===== config.mk =====
export PLATFORM = sky130hd
export DESIGN_NAME = reg_writeback_unit
export DESIGN_NICKNAME = d
export VERILOG_FILES = /design/src/rtl/reg_writeback_unit.sv
export SDC_FILE = /design/constraint.sdc
export NUM_CORES = 1
export LEC_CHECK = 0
export CORE_MARGIN = 4
export CORE_UTILIZATION = 30
export DETAILED_ROUTE_END_ITERATION = 16
export PLACE_DENSITY = 0.54
export SKIP_CTS_REPAIR_TIMING = 1
export SLEW_MARGIN = 20
export SYNTH_ARGS = -nofsm -noshare
export SYNTH_HDL_FRONTEND = slang
export SYNTH_SLANG_ARGS = --single-unit

===== constraint.sdc =====
create_clock -name clk -period 6.8 [get_ports clk]
set_input_delay 2.04 -clock clk [delete_from_list [all_inputs] [get_ports clk]]
set_output_delay 2.04 -clock clk [all_outputs]
set_load 0.03 [all_outputs]

===== src/rtl/reg_writeback_unit.sv =====
// Write-back collector for the 8x16 register file: orders load/ALU results into a single write port.
// Optional operand forwarding is compiled in with `define WB_FORWARD_EN.
module reg_writeback_unit #(
  parameter int DATA_W = 16,
  parameter int ADDR_W = 3,
  parameter int DEPTH  = 4
) (
  input  logic                         clk,
  input  logic                         reset,
  input  logic                         mem_valid,
  input  logic [ADDR_W-1:0]            mem_addr,
  input  logic [DATA_W-1:0]            mem_data,
  input  logic                         alu_valid,
  input  logic [ADDR_W-1:0]            alu_addr,
  input  logic [DATA_W-1:0]            alu_data,
  output logic                         wb_stall,
  output logic                         reg_write,
  output logic [ADDR_W-1:0]            write_addr,
  output logic [DATA_W-1:0]            write_data,
  output logic [$clog2(DEPTH):0]       pending,
  output logic                         overflow,
  input  logic [ADDR_W-1:0]            q_addr1,
  input  logic [ADDR_W-1:0]            q_addr2,
  output logic                         q_hit1,
  output logic                         q_hit2,
  output logic [DATA_W-1:0]            q_data1,
  output logic [DATA_W-1:0]            q_data2
);

  localparam int PTR_W = $clog2(DEPTH);
  localparam int CNT_W = PTR_W + 1;

  logic [ADDR_W-1:0] fifo_addr [DEPTH];
  logic [DATA_W-1:0] fifo_data [DEPTH];
  logic [PTR_W-1:0]  rd_ptr, wr_ptr, wr_ptr_p1;
  logic [CNT_W-1:0]  count;

  logic              mem_acc, alu_acc, pop;
  logic              out_valid;
  logic [ADDR_W-1:0] out_addr;
  logic [DATA_W-1:0] out_data;
  logic              push0_valid, push1_valid;
  logic [ADDR_W-1:0] push0_addr, push1_addr;
  logic [DATA_W-1:0] push0_data, push1_data;
  logic [1:0]        n_push;

  // Stalling at DEPTH-1 leaves room for a dual-result cycle with no pop.
  assign wb_stall  = (count >= CNT_W'(DEPTH - 1));
  assign pending   = count;
  assign mem_acc   = mem_valid & ~wb_stall;
  assign alu_acc   = alu_valid & ~wb_stall;
  assign pop       = (count != '0);
  assign wr_ptr_p1 = wr_ptr + PTR_W'(1);

  always_comb begin
    out_valid   = 1'b0;
    out_addr    = '0;
    out_data    = '0;
    push0_valid = 1'b0;
    push0_addr  = '0;
    push0_data  = '0;
    push1_valid = 1'b0;
    push1_addr  = alu_addr;
    push1_data  = alu_data;
    if (pop) begin
      out_valid   = 1'b1;
      out_addr    = fifo_addr[rd_ptr];
      out_data    = fifo_data[rd_ptr];
      push0_valid = mem_acc | alu_acc;
      push0_addr  = mem_acc ? mem_addr : alu_addr;
      push0_data  = mem_acc ? mem_data : alu_data;
      push1_valid = mem_acc & alu_acc;
    end else if (mem_acc) begin
      out_valid   = 1'b1;
      out_addr    = mem_addr;
      out_data    = mem_data;
      push0_valid = alu_acc;
      push0_addr  = alu_addr;
      push0_data  = alu_data;
    end else if (alu_acc) begin
      out_valid   = 1'b1;
      out_addr    = alu_addr;
      out_data    = alu_data;
    end
    n_push = {1'b0, push0_valid} + {1'b0, push1_valid};
  end

  always_ff @(posedge clk) begin
    if (reset) begin
      count      <= '0;
      rd_ptr     <= '0;
      wr_ptr     <= '0;
      reg_write  <= 1'b0;
      write_addr <= '0;
      write_data <= '0;
      overflow   <= 1'b0;
    end else begin
      count     <= count + CNT_W'(n_push) - CNT_W'(pop);
      wr_ptr    <= wr_ptr + PTR_W'(n_push);
      rd_ptr    <= rd_ptr + PTR_W'(pop);
      reg_write <= out_valid;
      if (out_valid) begin
        write_addr <= out_addr;
        write_data <= out_data;
      end
      if ((mem_valid | alu_valid) & wb_stall) overflow <= 1'b1;
    end
  end

  // Storage needs no reset: entries beyond count are never observed.
  always_ff @(posedge clk) begin
    if (push0_valid) begin
      fifo_addr[wr_ptr] <= push0_addr;
      fifo_data[wr_ptr] <= push0_data;
    end
    if (push1_valid) begin
      fifo_addr[wr_ptr_p1] <= push1_addr;
      fifo_data[wr_ptr_p1] <= push1_data;
    end
  end

`ifdef WB_FORWARD_EN
  // Scan oldest to youngest so the youngest matching write wins.
  function automatic logic [DATA_W:0] lookup(input logic [ADDR_W-1:0] a);
    logic [DATA_W:0] r;
    logic [PTR_W-1:0] idx;
    r = '0;
    if (reg_write && write_addr == a) r = {1'b1, write_data};
    for (int i = 0; i < DEPTH; i++) begin
      idx = rd_ptr + PTR_W'(i);
      if (CNT_W'(i) < count && fifo_addr[idx] == a) r = {1'b1, fifo_data[idx]};
    end
    if (mem_acc && mem_addr == a) r = {1'b1, mem_data};
    if (alu_acc && alu_addr == a) r = {1'b1, alu_data};
    return r;
  endfunction

  always_comb begin
    {q_hit1, q_data1} = lookup(q_addr1);
    {q_hit2, q_data2} = lookup(q_addr2);
  end
`else
  logic unused_q;
  assign unused_q = ^{q_addr1, q_addr2};
  assign q_hit1   = 1'b0;
  assign q_hit2   = 1'b0;
  assign q_data1  = '0;
  assign q_data2  = '0;
`endif

endmodule


---- Word level (Yosys, flattened, before mapping) ----
Memories as Yosys holds them, arrays and structs flattened. A register that Yosys moved wholly into a read port is not among the register bits.
Index checks and enable logic that the tools add are counted.
Widths: inputs -> output; s select.
operators by class
  add/sub/neg operators ................... 6
  $lt $le $gt $ge ......................... 1
  multiplexer cells ....................... 24
  bitwise operators ....................... 7
  reduce and logical (&&, ||, !) cells .... 1
operators by type and width
  operator             count
  $mux 16              6
  $mux 3               6
  $mux 1               10
  $and 1x1->1          4
  $mux 2               2
  $add 3x2->3          1
  $ge 3x2->1 const B   1
  $reduce_bool 3->1    1
  $sub 3x1->3          1
  $add 1x1->2          1
  $add 2x1->2          1
  $add 2x1->2 const B  1
  $add 2x2->2          1
  $or 1x1->1           2
  $not 1->1            1
word-level totals
  register bits ........................... 28
  bits in writable memories ............... 76
  bits of input ports ..................... 48
  output and inout port bits .............. 59
  word-level logic and storage cells ...... 48
  memories kept ........................... 2
memory list
  name       depth  width  rd ports  clocked after memory_dff  wr ports  RTL line  RTL
  fifo_data  4      16     1         1                         2         34        logic [DATA_W-1:0] fifo_data [DEPTH];
  fifo_addr  4      3      1         1                         2         33        logic [ADDR_W-1:0] fifo_addr [DEPTH];

---- Logic depth before layout (Yosys ltp) ----
  word-level depth ........................ 8
  depth in mapped cells ................... 15
  gate-level depth less buffers ........... 13

---- Worst setup path after synthesis ----
No wires, ideal clock.
  path kind ............................... input-to-reg
  start ................................... input port alu_valid
  end ..................................... memory fifo_addr[1][0] (enable)
  library setup time ...................... 444 ps
  arrival ................................. 4,244 ps
  required time ........................... 6,356 ps
  slack ................................... 2,113 ps
  stages on the path ...................... 3
  buffers on the path ..................... 1
  cell sequence ........................... clkbuf_1 a31oi_1 nor4_1
RTL lines
  element      RTL line  RTL
  from (decl)  13        input logic alu_valid,
  to (decl)    33

---- Final worst setup path ----
  start ................................... input port mem_valid
  end ..................................... register count[2], in the netlist pending[2]
between the ends
  longest elaborated chain between the ends .. 6
  elaborated cells between the ends (all ways) .. 9
  those cells by class .................... add/sub (3); mux (3); bitwise (3)
RTL lines
  element                               RTL line  RTL
  from (decl)                           10        input logic mem_valid,
  $and 1x1->1 (*)                       50        assign mem_acc = mem_valid & ~wb_stall;
  $mux 1, or another cell as far along  73        end else if (mem_acc) begin
  $mux 1                                65        if (pop) begin
  $add 1x1->2 (*)                       85        n_push = {1'b0, push0_valid} + {1'b0, push1_valid};
  $add 3x2->3 (*)                       98        count <= count + CNT_W'(n_push) - CNT_W'(pop);
  $sub 3x1->3 (*)                       98
  to (signal assigned)                  98
  to (decl)                             36        logic [CNT_W-1:0] count;
Every way passes the cells marked *; elsewhere a longest branch is shown, timed or not.
A chain may end at the register's enable or synchronous reset.

==> metrics.txt <==
# TYPE chip_impl_metric gauge
chip_impl_metric{name="ioPinCount",unit=""} 107
chip_impl_metric{name="timing.critical_path.required",unit="ps"} 7030
chip_impl_metric{name="grt_start_max_net_pins",unit=""} 21
chip_impl_metric{name="drtPass1Iterations",unit=""} 4
chip_impl_metric{name="core_area",unit="µm²"} 17300
chip_impl_metric{name="grt_antenna_before_repair",unit=""} 1
chip_impl_metric{name="timing.hold.worst_path_depth",unit=""} 2
chip_impl_metric{name="die_area",unit="µm²"} 19900
chip_impl_info{name="synth.largest_area_cell",value="sky130_fd_sc_hd__edfxtp_1"} 1
chip_impl_metric{name="finalSetupViolCount",unit=""} 0
chip_impl_metric{name="final_max_slew_viol_count",unit=""} 0
chip_impl_metric{name="cts.path.max_buffers",unit=""} 2
chip_impl_metric{name="synth_cells",unit=""} 391
chip_impl_metric{name="static-leakage-power",unit="nW"} 2.398
chip_impl_metric{name="synth-async-reset-ratio",unit=""} 0
chip_impl_metric{name="detail_route.drc_violations",unit=""} 0
chip_impl_metric{name="synth-seq-area-share",unit=""} 0.5351
chip_impl_metric{name="timing.slew.headroom",unit=""} 0.2501
chip_impl_metric{name="grt_overflow",unit=""} 0
chip_impl_metric{name="period_needed",unit="ps"} 4612
chip_impl_metric{name="power_frac_seq",unit=""} 0.364
chip_impl_metric{name="wl",unit="µm"} 14230
chip_impl_info{name="critical_path.cell_chain",value="clkdlybuf4s50_1 -> nor2b_1 -> nand3_1 -> inv_1 -> ha_1 -> inv_1 -> ha_1 -> inv_1 -> ha_1 -> fa_1 -> xnor2_1 -> xnor2_1 -> nor2_1"} 1
chip_impl_info{name="crit_path_capture_type",value="register"} 1
chip_impl_metric{name="clock_pin_transition_on_the_worst_setup_and_hold_timing_paths",unit="ps"} 80
chip_impl_metric{name="synthesis.area_per_instance",unit="µm²"} 13.59
chip_impl_metric{name="global_route_wire_length_before_repair",unit="µm"} 21390
chip_impl_metric{name="fp.dieW",unit="µm"} 141.1
chip_impl_metric{name="critPathArrivalTime",unit="ps"} 4840
chip_impl_info{name="rsz0062_at_grt",value="false"} 1
chip_impl_metric{name="setup_total_negative_slack",unit="ps"} 0
chip_impl_metric{name="switchingPower",unit="mW"} 1.086
chip_impl_metric{name="report.power.total",unit="mW"} 2.810
chip_impl_metric{name="rr_worst_depth",unit=""} 13
chip_impl_metric{name="grt_usage",unit=""} 0.1441
chip_impl_info{name="synth.area.top_cells",value="sky130_fd_sc_hd__edfxtp_1, sky130_fd_sc_hd__a22o_1, sky130_fd_sc_hd__dfxtp_1, sky130_fd_sc_hd__mux4_2, sky130_fd_sc_hd__buf_4"} 1
chip_impl_metric{name="ys_seq_elements",unit=""} 104
chip_impl_metric{name="port-buffer-count",unit=""} 66
chip_impl_metric{name="drt-initial-drc-count",unit=""} 371
chip_impl_metric{name="combPwrFrac",unit=""} 0.455
chip_impl_info{name="yosys-top-cells-count",value="sky130_fd_sc_hd__a22o_1, sky130_fd_sc_hd__edfxtp_1, sky130_fd_sc_hd__buf_4"} 1
chip_impl_info{name="timing.critical_path.from_type",value="input pin"} 1
chip_impl_metric{name="cts_inserted_buffers",unit=""} 9
chip_impl_metric{name="via_density_per_instance",unit=""} 5.134
chip_impl_metric{name="gp_routability_congestion",unit=""} 0.7717
chip_impl_metric{name="finalHoldViolations",unit=""} 0
chip_impl_metric{name="rows",unit=""} 48
chip_impl_metric{name="area_growth_syn_to_layout",unit="%"} 20.33
chip_impl_metric{name="portion_of_synthesized_cell_area_occupied_by_the_leading_cell_type",unit=""} 0.4296
chip_impl_info{name="clock_tree.root_cell",value="sky130_fd_sc_hd__clkbuf_16"} 1
chip_impl_metric{name="internal_power",unit="mW"} 1.724
chip_impl_metric{name="synth.cell_area",unit="µm²"} 5313
chip_impl_info{name="clock_tree_from_tritoncts",value="built"} 1
chip_impl_info{name="status",value="complete, no violations"} 1
chip_impl_metric{name="detailroute.via_count",unit=""} 3517
chip_impl_info{name="critical_path.slowest_cell",value="sky130_fd_sc_hd__clkdlybuf4s50_1"} 1
chip_impl_metric{name="yosysWarnings",unit=""} 0
chip_impl_info{name="timing_worst_setup_path_type",value="in2reg"} 1
chip_impl_metric{name="share_clk_of_total_power",unit=""} 0.181
chip_impl_metric{name="worst_clock_skew",unit="ps"} 9.312
chip_impl_metric{name="power.switching_fraction",unit=""} 0.3865
chip_impl_metric{name="dpl.hpwl",unit="µm"} 8584
chip_impl_metric{name="final_layout_size_suffix_gt1_frac",unit=""} 0.1460
chip_impl_metric{name="h_tree_level_count",unit=""} 3
chip_impl_metric{name="fin_cells",unit=""} 685
chip_impl_metric{name="pre_cts_ws",unit="ps"} 1805
chip_impl_metric{name="power_per_cell_area",unit="nW/µm²"} 439.6
chip_impl_info{name="synth_top_flop_cell",value="sky130_fd_sc_hd__edfxtp_1"} 1
chip_impl_metric{name="synth-edff-count",unit=""} 76
chip_impl_metric{name="routed_wire_length_per_instance",unit="µm"} 20.78
chip_impl_metric{name="initial_core_util",unit=""} 0.3071
chip_impl_metric{name="critPathBufInv",unit=""} 4
chip_impl_metric{name="number_of_global_route_vias_before_repair",unit=""} 3696
chip_impl_metric{name="postRouteAntennaNets",unit=""} 0
chip_impl_metric{name="achievable-frequency",unit="MHz"} 216.8
chip_impl_metric{name="setup_slack",unit="ps"} 2188
chip_impl_info{name="worst_path_top_cell_family_by_delay",value="adder cells"} 1
chip_impl_metric{name="path_max_fanout",unit=""} 10
chip_impl_metric{name="period_share",unit=""} 0.6782
chip_impl_metric{name="critical-path-max-stage-delay",unit="ps"} 660
chip_impl_metric{name="stdcell_area",unit="µm²"} 6392
chip_impl_metric{name="worstMarginPinSlew",unit="ps"} 1122
chip_impl_metric{name="insertion_delay",unit="ps"} 360
chip_impl_metric{name="worst-path-stages",unit=""} 13
chip_impl_metric{name="vdd.ir_drop.worst",unit="mV"} 0.2067
chip_impl_metric{name="drv_cap",unit=""} 0
chip_impl_metric{name="finish.net_count",unit=""} 509
chip_impl_metric{name="dpl.cell_count",unit=""} 668
chip_impl_info{name="worst_min_delay_path_class",value="reg2reg"} 1
chip_impl_metric{name="placedInstanceArea",unit="µm²"} 6095
chip_impl_metric{name="yosys.cell_types.count",unit=""} 43
chip_impl_metric{name="fp.dieH",unit="µm"} 141.1
chip_impl_metric{name="tritoncts_num_sinks",unit=""} 104
-- cells by family after synthesis --
group,share of synthesized area
AO/OA/AOI/OAI,0.1945
flip-flops,0.5351
buffers and inverters,0.08220
multiplexers,0.1163
AND/OR/NAND/NOR,0.04027
adder cells (fa/ha/maj),0.01790
XOR/XNOR,0.01295
other,0.0007059
-- registers in the layout, summed over array words and instances (netlist names) --
| name | flops |
|---|---|
| write_data | 16 |
| overflow | 1 |
| fifo_data | 64 |
| rd_ptr | 2 |
| reg_write | 1 |
| wr_ptr | 2 |
| fifo_addr | 12 |
| pending | 3 |
| write_addr | 3 |
-- power groups by stage --
stage | Sequential [mW] | Combinational (mW) | Clock, mW
after floorplan | 1.08 | 0.837 | 0
after global placement | 1.03 | 1.28 | 0
after detailed placement | 1.04 | 1.29 | 0
after CTS | 1.03 | 1.30 | 0.522
after global routing | 1.04 | 1.39 | 0.551
final | 1.02 | 1.28 | 0.508
-- worst min-delay path, delay by kind of cell (launching register included) --
family	cells	cell delay, ps
simple gates	1	70
flops	1	330
compound gates	1	40
-- per-stage QoR --
stage                     hold slack [ps]  utilization
after floorplan                     553.7            -
after global placement              459.1       0.3524
after detailed placement            463.1       0.3524
after CTS                           489.5       0.3691
after global routing                520.1       0.3694
final                               477.4       0.3696
-- metal layers --
layer	GRT usage	routed length (µm)
met5	0	13
met4	0.04131	125
met3	0.04647	1376
met2	0.2408	6979
met1	0.1791	5738
-- final timing paths --
kind         slack, ps               endpoint                   from
max               2190  pending[2]$_SDFF_PP0_              mem_valid
min reg2reg        480  overflow$_SDFFE_PP0P_  overflow$_SDFFE_PP0P_
max reg2reg       3830  pending[2]$_SDFF_PP0_  pending[1]$_SDFF_PP0_
min                480  overflow$_SDFFE_PP0P_  overflow$_SDFFE_PP0P_
-- cells in the final DEF, fill, tap and decap left out, types with 3 or more instances in the layout --
cell,synthesis,final
sky130_fd_sc_hd__nor2_1,8,8
sky130_fd_sc_hd__conb_1,1,34
sky130_fd_sc_hd__xnor2_1,5,5
sky130_fd_sc_hd__clkdlybuf4s50_1,0,66
sky130_fd_sc_hd__inv_8,0,3
sky130_fd_sc_hd__a22oi_1,19,19
sky130_fd_sc_hd__or2_2,3,3
sky130_fd_sc_hd__nand2_1,3,3
sky130_fd_sc_hd__a22o_1,76,76
sky130_fd_sc_hd__o21ai_0,19,19
sky130_fd_sc_hd__ha_1,6,6
sky130_fd_sc_hd__inv_1,10,10
sky130_fd_sc_hd__mux4_2,19,19
sky130_fd_sc_hd__mux2i_1,19,19
sky130_fd_sc_hd__edfxtp_1,76,76
sky130_fd_sc_hd__clkbuf_16,0,9
sky130_fd_sc_hd__buf_4,37,11
sky130_fd_sc_hd__nor2b_1,5,5
sky130_fd_sc_hd__dfxtp_1,28,27
sky130_fd_sc_hd__a21oi_1,5,5
-- layout make-up --
cell class,count,area (µm²)
flip-flops and latches,104,2844
clock buffers,10,229.0
multi-input cells,250,2187
repair buffers,77,743.2
inverters,12,45.04
fillers,1653,10900
well taps,225,281.5
diodes,1,2.502
clock inverters,6,60.06
Note: power is estimated with default switching activity, not from simulation.
==> edit, RTL diff (config.mk and constraints unchanged) <==
`DEPTH`: 4 -> 2.
--- a/src/rtl/reg_writeback_unit.sv
+++ b/src/rtl/reg_writeback_unit.sv
@@ -4,5 +4,5 @@
   parameter int DATA_W = 16,
   parameter int ADDR_W = 3,
-  parameter int DEPTH  = 4
+  parameter int DEPTH  = 2
 ) (
   input  logic                         clk,
Ports: changed (resized pending); port bits go from 107 to 106. No check against the original RTL was run, so the function may have changed too.
==> edit against the original RTL <==
Sequential power decreased by 55%. Sequential cell count fell by 41. Synthesized area fell by 43%. Routed wire length decreased by 50%. Setup slack better by 250 ps. Total power decreased by 65%. Design area fell by 40%. Clock power shrank 31%. Critical path depth down 10. Count of clock-buffer cells in the layout increased by 2.
==> edit: results <==
global_routing:
  grt_pass1_vias: 2153
  grt.total_usage_pct: 12.6
  grt_start_max_net_pins: 44
  grt_pass1_wl_um: 11200
finish:
  n_fill_cell: 985
  drive_gt1_share_pct: 12.2
  reg_top3: "fifo_data x32, write_data x16, fifo_addr x6"
  diodes: 0
drt:
  drt-initial-drc-count: 88
  finalWirelength_um: 7140
cts:
  root_buffer: "clkbuf_8"
power:
  p_clk_share_pct: 35.5
  cellPowerDensity_mw_per_mm2: 257
  seqPwrFrac_pct: 46.5
  vdd_ir_drop_max_mv: 0.103
run_status:
  outcome: "complete, no violations"
place:
  dp_hpwl_um: 4410
  gp_congestion: 0.741
timing:
  worstMarginPinSlew_ps: 1020
  skew_ps: 11.5
worst_setup_path:
  critPathTopFamily: "buffers and inverters"
  path_class: "flip-flop to primary output"
  r2r-start: "pending[0]"
  crit_arrival_ps: 2330
  critPathMaxStageDelay_ps: 830
synth:
  synthTopCellsByCount: "edfxtp_1 (38), buf_4 (34), dfxtp_1 (25)"
[edit: cell types whose count changed in the layout (fill, tap and decap cells not counted), sizes merged, moves of 18 or more]
cell / unedited run / this run
a22o: 76 / 0
edfxtp: 76 / 38
o21ai: 21 / 1
a211oi: 0 / 19
a22oi: 19 / 0
mux2: 0 / 19
mux2i: 19 / 0
mux4: 19 / 0
o311ai: 1 / 19
[edit: cell families (layout without fill, tap and decap cells)]
kind of cell,after synthesis,in the layout,synth area share [%]
AND/OR/NAND/NOR,88,88,15.0
flip-flops,63,63,54.3
buffers and inverters,54,86,11.6
AO/OA/AOI/OAI,41,41,10.7
multiplexers,19,19,7.08
other,2,35,0.249
XOR/XNOR,2,2,0.580
adder cells (fa/ha/maj),1,1,0.414
[edit: metal layers]
layer  routed length [um]  vias to the layer above  global-route usage, %
met5                    0                        -                      0
met4                   79                        0                   4.69
met3                  515                        7                   4.06
met1                 3220                     1021                   16.3
met2                 3320                       80                   19.7
li1                     -                     1010                      -
[edit: final timing paths]
path / depth (start not counted) / slack, ps / to
max: 3 / 2430 / wb_stall
min: 2 / 450 / overflow
max reg2reg: 5 / 4690 / fifo_data[1][15]
min reg2reg: 2 / 450 / overflow
[edit: cell type report]
| class | count | area [um^2] | area share [%] |
|---|---|---|---|
| clock buffers | 12 | 145 | 3.76 |
| multi-input cells | 186 | 1170 | 30.2 |
| clock inverters | 4 | 70.1 | 1.81 |
| flip-flops and latches | 63 | 1640 | 42.5 |
| well taps | 133 | 166 | 4.31 |
| inverters | 3 | 11.3 | 0.292 |
| repair buffers | 67 | 661 | 17.1 |
[edit: worst reg2reg max path, delay by kind of cell (launching register included)]
kind                     cells  cell delay [ps]
flip-flops                   1              350
buffers and inverters        1              290
adder cells (fa/ha/maj)      1              290
AND/OR/NAND/NOR              3              790
